## config.mk

```make
export PLATFORM = sky130hd
export DESIGN_NAME = pkt_stage_counter
export DESIGN_NICKNAME = d
export VERILOG_FILES = /design/src/rtl/pkt_parser_pkg.sv /design/src/rtl/pkt_stage_counter.sv
export SDC_FILE = /design/constraint.sdc
export NUM_CORES = 1
export LEC_CHECK = 0
export ABC_AREA = 0
export ABC_CLOCK_PERIOD_IN_PS = 1650
export CORE_AREA = 2 2 39 41
export DETAILED_ROUTE_END_ITERATION = 7
export DIE_AREA = 0 0 41 43
export PLACE_DENSITY = 0.31
export REMOVE_ABC_BUFFERS = 1
export SLEW_MARGIN = 20
export SYNTH_ARGS = -nofsm -noshare
export SYNTH_HDL_FRONTEND = slang
export SYNTH_SLANG_ARGS = --single-unit
```

## constraint.sdc

```tcl
create_clock -name clk -period 1.65 [get_ports clk]
set_clock_uncertainty 0.15 [all_clocks]
set_input_delay 0.165 -clock clk [delete_from_list [all_inputs] [get_ports clk]]
set_output_delay 0.165 -clock clk [all_outputs]
set_load 0.005 [all_outputs]
```

## src/rtl/pkt_parser_pkg.sv

```systemverilog
// Shared types and constants for the AXI-Stream packet parser.
// The stage sequencer and the parser stages import these definitions.
package pkt_parser_pkg;

  localparam int NUM_STAGES_DEFAULT = 4;

  typedef enum logic {
    IDLE = 1'b0,
    RUN  = 1'b1
  } stage_state_e;

  // Stage vector at the default pipeline depth. Modules with a different
  // depth declare their own vector width from their NUM_STAGES parameter.
  typedef logic [NUM_STAGES_DEFAULT-1:0] stage_vec_t;

endpackage

```

## src/rtl/pkt_stage_counter.sv

```systemverilog
// Header-triggered stage sequencer. A header beat on tuser walks a one-hot
// stage_ready enable through the parser pipeline, one stage per clock.
module pkt_stage_counter
  import pkt_parser_pkg::*;
#(
  parameter int NUM_STAGES = NUM_STAGES_DEFAULT
) (
  input  logic                  clk,
  input  logic                  rst,
  input  logic                  tuser,
  output logic [NUM_STAGES-1:0] stage_ready
);

  localparam logic [NUM_STAGES-1:0] FIRST_STAGE = {{(NUM_STAGES-1){1'b0}}, 1'b1};

  stage_state_e          state_q, state_d;
  logic [NUM_STAGES-1:0] stage_q, stage_d;
  logic                  stageOneHot;

  // Exactly one bit set: non-zero, and clearing the lowest set bit leaves nothing.
  assign stageOneHot = (stage_q != '0) && ((stage_q & (stage_q - FIRST_STAGE)) == '0);

  always_comb begin
    state_d = state_q;
    stage_d = stage_q;
    if (tuser) begin
      state_d = RUN;
      stage_d = FIRST_STAGE;
    end else begin
      case (state_q)
        RUN: begin
          // A corrupted pointer or the final stage both end the window.
          if (!stageOneHot || stage_q[NUM_STAGES-1]) begin
            state_d = IDLE;
            stage_d = '0;
          end else begin
            stage_d = stage_q << 1;
          end
        end
        default: begin
          state_d = IDLE;
          stage_d = '0;
        end
      endcase
    end
  end

  always_ff @(posedge clk or negedge rst) begin
    if (!rst) begin
      state_q <= IDLE;
      stage_q <= '0;
    end else begin
      state_q <= state_d;
      stage_q <= stage_d;
    end
  end

  assign stage_ready = stage_q;

endmodule

```

==> flow_metrics.env <==
export IMPL_outcome="completed"
export IMPL_syn_area_per_cell_um2=12.3
export IMPL_timing_slew_headroom=0.830
export IMPL_period_needed_ns=1.50
export IMPL_cts_repair_resized=0
export IMPL_slew_viol_final=0
export IMPL_critical_path_buf_inv_count=1
export IMPL_synth_ff_latch_count=5
export IMPL_num_fill_cells=151
export IMPL_maximum_number_of_pins_on_one_net_before_global_route_repair=7
export IMPL_dr_pass1_iters=2
export IMPL_final_wl_um=382
export IMPL_detailedPlace_worstSlack_ns=0.316
export IMPL_worst_r2r_path_depth=3
export IMPL_critPathArrivalTime_ns=1.19
export IMPL_drc=0
export IMPL_cp_slowest_stage_delay_ns=0.53
export IMPL_report_final_hold_viol_count=0
export IMPL_core_rowCount=14
export IMPL_regArea_um2=125
export IMPL_vias_in_the_first_global_route=138
export IMPL_multi_input_gate_area_um2=67.6
export IMPL_antenna_found_initial=0
export IMPL_synth_cell_area_um2=196
export IMPL_total_negative_slack_ns=0
export IMPL_worstPathMaxFanout=6
export IMPL_design_die_area_um2=1760
export IMPL_antenna_cells=0
export IMPL_numCtsBuffers=3
export IMPL_antenna_left=0
export IMPL_cts_hold_buffers_added=0
export IMPL_timing_critical_path_cells="clkdlybuf4s50_1"
export IMPL_buffer_ports_inserted=6
export IMPL_layout_cells_most_common="clkdlybuf4s50_1"
export IMPL_worst_setup_slack_after_layout_ns=0.146
export IMPL_grt_overflow_total=0
export IMPL_timing_hold_worst_class="in -> async"
export IMPL_powerDensity_nw_per_um2=973
export IMPL_root_buffer="clkbuf_4"
export IMPL_synthesis_yosys_warnings=0
export IMPL_synth_cells=16
export IMPL_gp_congestion=0.709
export IMPL_layout_drive_gt1_share=0.115
export IMPL_timing_hold_ws_ns=0.0129
export IMPL_critical_path_top_delay_family="buffers and inverters"
export IMPL_routedWlPerCell_um=9.10
export IMPL_path_class="reg -> out"
export IMPL_chip_height_um=43
export IMPL_vias=156
export IMPL_area_delta_synth_final_pct=54.1
export IMPL_cts_setup_buffers=0
export IMPL_final_min_period_over_clock_period=0.911
export IMPL_tritoncts="yes"
export IMPL_setup_viol=0
export IMPL_cts_htree_levels=1
export IMPL_r2r_setup_slack_ns=0.52
export IMPL_critical_path_depth=1
export IMPL_crit_slowest_cell="clkdlybuf4s50_1"
export IMPL_fmaxAchievable_mhz=665
export IMPL_global_route_usage_over_all_layers=0.0648
export IMPL_num_io_pins=7
export IMPL_vias_per_cell=3.71
export IMPL_mostFrequentLayoutCells="6 x clkdlybuf4s50_1, 5 x dfrtp_1, 3 x clkbuf_4, 2 x nor2_1, 2 x nor3b_1"
export IMPL_synthDistinctLibCells=10
export IMPL_grt_setup_unrepaired="false"
export IMPL_clk_pin_slew_worst_paths_ns=0.04
export IMPL_initial_core_util=0.142
export IMPL_cellLeakagePower_nw=0.125
export IMPL_initialDrtViolationCount=5
export IMPL_peakVddDrop_v=0.000301
export IMPL_die_x_um=41
export IMPL_max_cap_viol_count=0
export IMPL_finish_net_count=30
export IMPL_seq_area_frac_synth=0.637
export IMPL_clockBufferDepth=2
export IMPL_worst_ep_required_time_ns=1.33
export IMPL_tritoncts_num_sinks=5
export IMPL_endpoint_kind="output pin"
export IMPL_worst_pin_slew_ns=0.254
export IMPL_worst_setup_path_start_kind="flop"
export IMPL_core_region_area_um2=1380
export IMPL_grt_pass1_wl_um=586
export IMPL_clk_latency_ns=0.23
-- sequential cells by signal, summed over array words and instances, names as in the netlist --
register and flops:
stage_ready 4, state_q 1
-- layer usage --
layer | vias to the layer above | global-route usage | share of wire
li1 | 77 | - | -
met1 | 73 | 0.0594 | 0.46
met2 | 6 | 0.0594 | 0.45
met3 | 0 | 0.0785 | 0.089
met4 | 0 | 0.0800 | 0
met5 | - | 0 | 0
-- power by group --
group / total (mW) / internal [mW] / switching (mW)
Sequential: 0.135 / 0.129 / 0.00614
Clock: 0.135 / 0.0910 / 0.0441
Combinational: 0.0245 / 0.0155 / 0.00903
Total: 0.295 / 0.235 / 0.0593
-- cell type report --
cell class	instances	share of cell area
tap	16	0.0661
sequential	5	0.413
multi-input combinational	10	0.223
clock buffer	4	0.0868
inverter	1	0.0124
timing repair buffer	6	0.198
-- through the flow --
stage,utilization,power [mW],area (µm²),instances
finish,0.219,0.295,303,42
global route,0.219,0.325,303,42
CTS,0.219,0.304,303,42
detailed placement,0.200,0.162,277,38
global placement,0.200,0.162,277,38
floorplan,-,0.145,196,16
-- cells in the mapped netlist, drive strengths merged --
master / n / share of area
xor2: 1 / 0.045
nand2b: 1 / 0.032
o21ai: 1 / 0.025
dfrtp: 5 / 0.64
o2111ai: 1 / 0.045
nor3b: 2 / 0.076
nor2: 2 / 0.038
inv: 1 / 0.019
and4: 1 / 0.045
nand3b: 1 / 0.038
-- path summary, 6_finish.rpt --
check	from	to
setup / recovery	stage_ready[1]	stage_ready[1]
hold / removal	rst	stage_ready[2]
setup reg to reg	stage_ready[2]	state_q
hold reg to reg	stage_ready[2]	stage_ready[2]
max in group asynchronous	rst	stage_ready[0]
min in group clk	tuser	stage_ready[0]
-- kinds of logic (layout without fill, tap and decap cells) --
kind of cell              count (synthesis)  in the layout  share of synthesized area
and+or+nand+nor                           7              7                      0.229
AOI/OAI and AO/OA                         2              2                     0.0700
buffers and inverters                     1             11                     0.0191
DFF                                       5              5                      0.637
xor gates and xnor gates                  1              1                     0.0446
Note: power is estimated with default switching activity, not from simulation.
